[src/rtl/lsu_byte_seq.sv]
// lsu_byte_seq: byte-serial load/store sequencer between MEM and the
// byte-wide RAM arbiter; little-endian, with sign/zero-extending loads.
module lsu_byte_seq (
  input  logic        clk_in,
  input  logic        rst_in,
  input  logic        rdy_in,
  input  logic        req_valid,
  input  logic        req_write,
  input  logic [1:0]  req_size,
  input  logic        req_signed,
  input  logic [31:0] req_addr,
  input  logic [31:0] req_wdata,
  output logic        req_ready,
  output logic        resp_valid,
  output logic [31:0] resp_rdata,
  output logic        mem_read,
  output logic        mem_write,
  output logic [31:0] mem_addr,
  output logic [7:0]  mem_w_data,
  input  logic [7:0]  mem_r_data,
  input  logic        mem_done
);

  typedef enum logic [1:0] {
    IDLE, ACCESS, TAIL, RESP
  } state_t;

  state_t      state, state_nx;
  logic        wr_q, sgn_q, pend;
  logic [1:0]  last_q, icnt, rcnt, inxt;
  logic [31:0] wdata_q, res_q, res_fin;
  logic        acc, hit, fin, in_acc;

  function automatic logic [31:0] ext(
    input logic [31:0] v,
    input logic [1:0]  last,
    input logic        sgn
  );
    case (last)
      2'd0:    ext = {{24{sgn & v[7]}}, v[7:0]};
      2'd1:    ext = {{16{sgn & v[15]}}, v[15:0]};
      default: ext = v;
    endcase
  endfunction

  assign in_acc     = (state == ACCESS);
  assign req_ready  = (state == IDLE) & rdy_in & ~rst_in;
  assign resp_valid = (state == RESP);
  assign mem_read   = in_acc & ~wr_q & rdy_in;
  assign mem_write  = in_acc & wr_q & rdy_in;

  assign acc  = req_valid & req_ready;
  assign hit  = (mem_read | mem_write) & mem_done;
  assign fin  = hit & (icnt == last_q);
  assign inxt = icnt + 2'd1;

  // upper result bytes are still zero, so OR-ing in the last byte is safe
  assign res_fin = res_q | ({24'd0, mem_r_data} << {rcnt, 3'b000});

  always_comb begin
    state_nx = state;
    unique case (state)
      IDLE:    if (req_valid & rdy_in) state_nx = ACCESS;
      ACCESS:  if (fin) state_nx = wr_q ? RESP : TAIL;
      TAIL:    if (pend) state_nx = RESP;
      RESP:    state_nx = IDLE;
      default: state_nx = IDLE;
    endcase
  end

  always_ff @(posedge clk_in or posedge rst_in) begin
    if (rst_in) state <= IDLE;
    else        state <= state_nx;
  end

  always_ff @(posedge clk_in or posedge rst_in) begin
    if (rst_in) begin
      wr_q       <= 1'b0;
      sgn_q      <= 1'b0;
      last_q     <= 2'd0;
      wdata_q    <= 32'd0;
      icnt       <= 2'd0;
      rcnt       <= 2'd0;
      pend       <= 1'b0;
      res_q      <= 32'd0;
      resp_rdata <= 32'd0;
      mem_addr   <= 32'd0;
      mem_w_data <= 8'd0;
    end else begin
      pend <= mem_read & mem_done;
      if (acc) begin
        wr_q       <= req_write;
        sgn_q      <= req_signed;
        last_q     <= req_size[1] ? 2'd3 : {1'b0, req_size[0]};
        wdata_q    <= req_wdata;
        icnt       <= 2'd0;
        rcnt       <= 2'd0;
        res_q      <= 32'd0;
        resp_rdata <= 32'd0;
        mem_addr   <= req_addr;
        mem_w_data <= req_wdata[7:0];
      end
      // address and data hold on the final byte
      if (hit & ~fin) begin
        icnt       <= inxt;
        mem_addr   <= mem_addr + 32'd1;
        mem_w_data <= wdata_q[{inxt, 3'b000} +: 8];
      end
      if (pend) begin
        res_q[{rcnt, 3'b000} +: 8] <= mem_r_data;
        rcnt <= rcnt + 2'd1;
      end
      if ((state == TAIL) & pend)
        resp_rdata <= ext(res_fin, last_q, sgn_q);
    end
  end

endmodule

[config.mk]
export PLATFORM = sky130hd
export DESIGN_NAME = lsu_byte_seq
export DESIGN_NICKNAME = d
export VERILOG_FILES = /design/src/rtl/lsu_byte_seq.sv
export SDC_FILE = /design/constraint.sdc
export NUM_CORES = 1
export LEC_CHECK = 0
export ABC_CLOCK_PERIOD_IN_PS = 9300
export CAP_MARGIN = 30
export CORE_AREA = 2 2 115 117
export DETAILED_ROUTE_END_ITERATION = 7
export DIE_AREA = 0 0 117 119
export DONT_BUFFER_PORTS = 1
export PLACE_DENSITY = 0.74
export SLEW_MARGIN = 20
export SYNTH_ARGS = -nofsm -noshare
export SYNTH_HDL_FRONTEND = slang
export SYNTH_SLANG_ARGS = --single-unit
[constraint.sdc]
create_clock -name clk_in -period 9.3 [get_ports clk_in]
set_clock_uncertainty 0.2 [all_clocks]
set_input_delay 2.79 -clock clk_in [delete_from_list [all_inputs] [get_ports clk_in]]
set_output_delay 2.79 -clock clk_in [all_outputs]
set_load 0.01 [all_outputs]
## Word-level counts from Yosys, hierarchy flattened

Cells that the tools add are included.

| word-level totals | value |
|---|---|
| bits in registers | 147 |
| output and inout bits | 76 |
| input port bits | 81 |
| word-level logic and storage cells | 73 |

| operators by class | value |
|---|---|
| add/subtract/negate cells | 4 |
| bitwise gates (word level) | 20 |
| multiplexer cells | 19 |
| shift operators | 4 |
| reduce and logical (&&, ||, !) cells | 6 |
| eq/ne operators | 8 |

Operators by type and width:

| operator | count |
|---|---|
| two-way mux 32 bit | 6 |
| case mux 32 bit (2 select lines) | 1 |
| adder 32 x 1 -> 32 bit, second input constant | 1 |
| bitwise mux 32 bit | 1 |
| OR 32 bit | 1 |
| variable shift 8 x 7 -> 32 bit, first input constant | 1 |
| indexed part select 32 x 6 -> 8 bit | 1 |
| indexed part select 8 x 7 -> 32 bit | 1 |
| << shifter 8 x 5 -> 32 bit | 1 |
| two-way mux 8 bit | 2 |
| AND 1 bit | 15 |
| two-way mux 2 bit | 7 |
| case mux 2 bit (4 select lines) | 1 |
| negation 5 -> 7 bit | 1 |
| nonzero test 2 bit | 3 |
| adder 2 x 1 -> 2 bit, second input constant | 2 |
| == test 2 x 1 -> 1 bit, second input constant | 2 |
| == test 2 bit, second input constant | 2 |
| logical NOT 2 bit | 2 |
| inequality test 2 bit, second input constant | 2 |
| inverter 1 bit | 3 |
| AND reduction 3 bit | 1 |
| == test 2 bit | 1 |
| inequality test 2 x 1 -> 1 bit, second input constant | 1 |
| other kinds (2) | 2 |

## Depth between registers and ports, before layout

Gate-level depths: netlist (run 1).

| logic depth | value |
|---|---|
| depth in word-level cells | 9 |
| gate-level depth with buffers | 9 |
| mapped depth without buffers | 7 |

## Least setup slack after synthesis (run 1)

Ideal clock, no wire load.

| path | value |
|---|---|
| path kind | input -> output |
| start | input port rst_in |
| end | output port req_ready |
| data required time | 6310 ps |
| arrival | 6391 ps |
| setup slack | -81 ps |
| stages on the path | 2 |
| cell sequence | inv_1 -> and3_1 |

| on the way | value |
|---|---|
| longest elaborated chain between the ends | 2 |

Ends and longest elaborated chain:

| what | RTL line | text |
|---|---|---|
| start, declared | 5 | `input logic rst_in,` |
| inverter 1 bit | 47 | `assign req_ready = (state == IDLE) & rdy_in & ~rst_in;` |
| AND 1 bit | 47 |  |
| end, declared | 13 | `output logic req_ready,` |

Every way passes these cells.

## Worst setup path in the final report (run 1)

Ends and elaborated chain as after synthesis.

==> impl_metrics.toml, run 1 <==
[status]
outcome = "completed"

[clock_tree]
cts_tree = "done"
cts_setup_buffers = 0
cts_made_buffers = 17
clkSlewWorstSetupHoldPaths_ns = 0.05
cts_max_level = 4
cts.path.max_buffers = 2
cts_hold_buf = 0
cts_sinks = 147
clkLatencyLatePin_ns = 0.42
cts_resized = 0
cts-root-buf = "clkbuf_16"

[yosys]
yosys.area.top_type = "dfrtp_1"
synth-xor-area-share_pct = 0.374
synth_area_leaders = "dfrtp_1 52%, nand2_1 11%, o21ai_0 4.0%"
postSynth.asyncResetShare_pct = 100
syn-cell-area_um2 = 7030
seq_area_frac_synth_pct = 52.4
ys_types = 57
yosysWarnings = 0
yosys.area_share.simple_pct = 22.8
syn-instance-count = 762
synth_compound_area_share_pct = 16.2
synth_top_family_by_area = "simple AND/OR/NAND/NOR gates"
synthMuxAreaShare_pct = 3.03
synth_fp_nets = 854
synth_top_cell_area_share_pct = 52.4
synth-edff-count = 0
synth_ff_type = "dfrtp_1"
synth-seq-cells = 147
avgSynthCellArea_um2 = 9.22
synth_fa_ha_area_share_pct = 1.96

[critical_path]
critPathMaxFanout = 2
cp_slowest_cell = "and3_1"
critPathTopFamily = "simple AND/OR/NAND/NOR gates"
critPathMaxStageDelay_ns = 0.20
cp_num_buf_inv = 1
cp.arrival_ns = 3.04
worstPathCellList = "clkinvlp_4 > and3_1"
worstSetupPathType = "input port to output pin"
r2r_slack_ns = 5.99
end_kind = "output pin"
cp-start-kind = "input port"
worstPathRequired_ns = 6.31

[cells_and_area]
synthToLayoutAreaGrowth_pct = 11.0
antenna_cells = 0
post-route-util_pct = 60.6
layout_common_cells = "206 x nand2_1, 147 x dfrtp_1, 56 x o21ai_0"
fin_nets = 838
instances_no_fill = 935
final_layout_size_suffix_gt1_share_pct = 8.30
layout_commonest_cell = "nand2_1"
nFillCells = 1105

[place]
gp_congestion = 0.842
dp_hpwl_um = 12200
dp_cells = 902
pre_cts_slack_ns = 3.27
port_buffers = 0

[run]
drv_cap = 0

[floorplanning]
coreArea_um2 = 12900
io-pin-count = 157
die_x_um = 117
die_h_um = 119
initial_utilization_pct = 54.6
rows = 42
dieArea_um2 = 13900

[global_routing]
grt_usage_pct = 27.0
grt_max_degree = 66
grt_pass1_wl_um = 29300
grt_pass1_vias = 5956
antenna_found_initial = 0
grt_overflow = 0

[detailed_routing]
vias = 5830
wl_per_cell_um = 19.4
finalWirelength_um = 18200
drc = 0
ant_nets = 0
routed_via_density = 6.24
drtPass1Iterations = 6
drtIter0Drc = 570

[timing]
hold_violations = 0
grt_setup_unrepaired = "false"
finalWorstSetupSlack_ns = 3.27
worst_pin_slew_ns = 0.947
fin_tns_setup_ns = 0
fin_crit_ns = 6.03
setup_violations = 0
clock.fmax_mhz = 166
fin_crit_sh_pct = 64.8
slew_violations = 0
slew_headroom_pct = 36.9

[pwr]
p_leak_nw = 3.49
vdd_drop_max_uv = 163
cellPowerDensity_nw_per_um2 = 341

[worst_hold_path]
hold_path.class = "flip-flop to flip-flop"
-- metal layers --
layer / track usage, % / vias up / share of wire [%] / wire [um]
li1: - / 2673 / - / -
met1: 36.0 / 2862 / 41 / 7530
met2: 39.9 / 258 / 46 / 8330
met3: 9.82 / 37 / 9.9 / 1810
met4: 11.6 / 0 / 2.7 / 489
met5: 0 / - / 0 / 0
-- metrics by stage --
step | hold WS [ns] | total power [mW] | area, um^2
2_1_floorplan | 0.240 | 1.71 | 7030
3_3_place_gp | 0.255 | 1.88 | 7140
3_5_place_dp | 0.263 | 1.93 | 7160
4_1_cts | 0.276 | 2.65 | 7780
5_1_grt | 0.301 | 2.83 | 7800
6_report | 0.273 | 2.66 | 7800
-- worst paths after layout --
path / endpoint / depth (start not counted) / startpoint
worst max-delay path: req_ready / 2 / rst_in
worst min-delay path: wdata_q[11] / 2 / wdata_q[11]
worst max register to register: mem_addr[23] / 6 / icnt[0]
worst min register to register: wdata_q[11] / 2 / wdata_q[11]
max in group asynchronous: resp_rdata[20] / 4 / rst_in
min in group asynchronous: mem_addr[16] / 2 / rst_in
-- worst reg2reg max path: cells and delay by family, from the launching register on --
family	cells	cell delay (ns)
xor gates and xnor gates	1	0.51
and+or+nand+nor	2	0.52
DFF	1	0.64
AOI/OAI and AO/OA	2	0.89
buffers and inverters	1	0.45
-- state kept, by name, summed over array words and instances, names as in the netlist --
name and cells:
icnt 2, last_q 2, mem_addr 32, mem_w_data 8, pend 1, rcnt 2, res_q 32, resp_rdata 32
sgn_q 1, state 2, wdata_q 32, wr_q 1
-- area by class of cell --
| class | instances | area [um^2] | area share (%) |
|---|---|---|---|
| multi-input combinational | 557 | 3130 | 40.2 |
| sequential | 147 | 3680 | 47.2 |
| timing repair buffer | 9 | 95.1 | 1.22 |
| clock inverter | 14 | 188 | 2.41 |
| clock buffer | 18 | 429 | 5.50 |
| tap | 176 | 220 | 2.82 |
| inverter | 14 | 56.3 | 0.722 |
-- power by group --
group	internal (mW)	switching, mW	total, mW
registers	0.882	0.346	1.23
clock network	0.447	0.269	0.716
logic	0.297	0.419	0.716
-- synthesized netlist by cell type, drive strengths merged, types with 4 or more instances --
master,number
a211oi,23
a21o,4
a21oi,28
a22o,8
a311oi,14
a31oi,10
a32o,8
and3,13
buf,11
clkbuf,33
dfrtp,147
ha,11
inv,13
mux4,8
nand2,206
nand3,26
nand4,14
nor2,51
nor2b,9
nor3,21
nor4,5
o211ai,4
o21ai,57
o22ai,4
or4,4
-- logic make-up after synthesis --
kind of cell             Yosys count
AND/OR/NAND/NOR                  359
AO/OA/AOI/OAI                    173
flip-flops                       147
buffers and inverters             58
multiplexers                      11
adder cells (fa/ha/maj)           11
XOR/XNOR                           3
No activity file was read; power rests on OpenSTA's default activity.
==> inputs of run 2 (changes only) <==
--- a/config.mk
+++ b/config.mk
@@ -5,7 +5,7 @@
 export SDC_FILE = /design/constraint.sdc
 export NUM_CORES = 1
 export LEC_CHECK = 0
-export ABC_CLOCK_PERIOD_IN_PS = 9300
+export ABC_CLOCK_PERIOD_IN_PS = 5000
 export CAP_MARGIN = 30
 export CORE_AREA = 2 2 115 117
 export DETAILED_ROUTE_END_ITERATION = 7
==> constraint.sdc (replaced) <==
create_clock -name clk_in -period 5 [get_ports clk_in]
set_clock_uncertainty 0.2 [all_clocks]
set_input_delay 1.5 -clock clk_in [delete_from_list [all_inputs] [get_ports clk_in]]
set_output_delay 1.5 -clock clk_in [all_outputs]
set_load 0.01 [all_outputs]
==> run 2 against run 1 <==
Effect of this change: core utilization increased by 0.69 points; power rose by 90%; non-clock buffer count is 3 higher; critical path type unchanged; largest power group unchanged.
==> impl_metrics.toml, run 2 (same netlist as run 1, synthesis figures left out) <==
[detailed_routing]
ant_nets = 0
wl_per_cell_um = 19.2
routed_via_density = 6.23
drtIter0Drc = 592
vias = 5826
finalWirelength_um = 18000
drtPass1Iterations = 5
drc = 0

[worst_hold_path]
worstHoldStart = "wdata_q[23]"
min_path_cells = 2
whs_endpoint = "wdata_q[23]"
hold_path.class = "flip-flop to flip-flop"

[cells_and_area]
multi_input_area_um2 = 3130
layout_commonest_cell = "nand2_1"
final_layout_size_suffix_gt1_share_pct = 8.43
nFillCells = 1054
synthToLayoutAreaGrowth_pct = 12.3
fin_nets = 841
layout_common_cells = "206 x nand2_1, 147 x dfrtp_1, 56 x o21ai_0"
antenna_cells = 0
instances_no_fill = 935
final_cell_area_um2 = 7890
regArea_um2 = 3680

[timing]
slew_headroom_pct = 34.0
setup_violations = 0
slew_violations = 0
fin_crit_sh_pct = 69.9
fin_crit_ns = 3.49
holdWs_ns = 0.270
worst_pin_slew_ns = 0.987
grt_setup_unrepaired = "false"
hold_violations = 0
clock.fmax_mhz = 286

[critical_path]
worstSetupPathType = "input port to output pin"
critPathMaxFanout = 3
worstPathRequired_ns = 3.30
r2r_start = "icnt[0]"
r2r_end = "mem_addr[6]"
worstPathCellList = "clkinvlp_4 > and3_1"
cp_slowest_cell = "and3_1"
cp.arrival_ns = 1.79
cp-start-kind = "input port"
end_kind = "output pin"
cp_num_buf_inv = 1
r2r_slack_ns = 1.83
critPathTopFamily = "simple AND/OR/NAND/NOR gates"
rr_worst_depth = 5
critPathMaxStageDelay_ns = 0.24

[run]
drv_cap = 0

[global_routing]
grt_max_degree = 80
grt_overflow = 0
grt_usage_pct = 26.9
grt_pass1_wl_um = 29200
grt_pass1_vias = 5661
antenna_found_initial = 0

[floorplanning]
io-pin-count = 157
dieArea_um2 = 13900
initial_utilization_pct = 54.6
rows = 42
coreArea_um2 = 12900
die_x_um = 117
die_h_um = 119

[place]
port_buffers = 0
dp_cells = 903
place_area_um2 = 7160
gp_congestion = 0.892
dp_hpwl_um = 12200

[pwr]
p_seq_share_pct = 44.9
cellPowerDensity_nw_per_um2 = 640
clockPowerShare_pct = 28.9
switching_share_pct = 37.4
comb_power_share_pct = 26.2
power_switching_mw = 1.89
internal_power_mw = 3.16
power.total_mw = 5.04
p_leak_nw = 3.55
vdd_drop_max_uv = 307

[clock_tree]
cts_tree = "done"
cts_max_level = 4
cts.path.max_buffers = 2
cts_made_buffers = 17
clkSlewWorstSetupHoldPaths_ns = 0.06
cts_resized = 0
clkLatencyLatePin_ns = 0.43
cts_hold_buf = 0
cts_setup_buffers = 0
cts_sinks = 147
cts-root-buf = "clkbuf_16"

[status]
outcome = "completed"
## run 2: cell types whose count changed in the layout (fill, tap and decap cells not counted), moves of 2 or more
cell	before	now
buf_4	7	10
clkbuf_8	0	3
clkinv_2	4	1
clkinvlp_4	5	2
bufinv_16	4	6
clkinv_4	2	0
## run 2: worst max-delay path by stage
| stage | startpoint | endpoint | cells past startpoint | slack, ns |
|---|---|---|---|---|
| 2_1_floorplan | rst_in | req_ready | 2 | -0.83 |
| 3_3_place_gp | req_valid | mem_addr[3] | 6 | 1.34 |
| 3_5_place_dp | req_valid | mem_addr[6] | 6 | 1.24 |
| 4_1_cts | rst_in | req_ready | 2 | 1.51 |
| 5_1_grt | rst_in | req_ready | 2 | 1.49 |
| 6_report | rst_in | req_ready | 2 | 1.51 |
## run 2: final cells by class
type	instances	area share [%]
Timing Repair Buffer	12	1.65
Tap cell	176	2.79
Sequential cell	147	46.6
Clock inverter	9	2.55
Clock buffer	20	5.92
Inverter	14	0.714
Multi-Input combinational cell	557	39.7
## run 2: metal layers
metal	share of wire, %	wire length [um]	track usage [%]
met1	42	7470	35.9
met2	46	8210	39.7
met3	11	1890	11.8
met4	2.3	422	8.82
met5	0	0	0
## run 2: power groups by stage
stage               Sequential [mW]  Combinational (mW)  Clock, mW
floorplan                      2.08                1.10          0
global placement               2.25                1.24          0
detailed placement             2.28                1.30          0
CTS                            2.26                1.31       1.47
global route                   2.34                1.50       1.52
finish                         2.27                1.32       1.46
## run 2: stage by stage
| step | utilization, % | setup TNS (ns) | worst slack [ns] |
|---|---|---|---|
| floorplan | - | -1.00 | -0.827 |
| global placement | 55.6 | 0 | 1.34 |
| detailed placement | 55.6 | 0 | 1.24 |
| CTS | 60.8 | 0 | 1.51 |
| global route | 61.3 | 0 | 1.49 |
| finish | 61.3 | 0 | 1.51 |
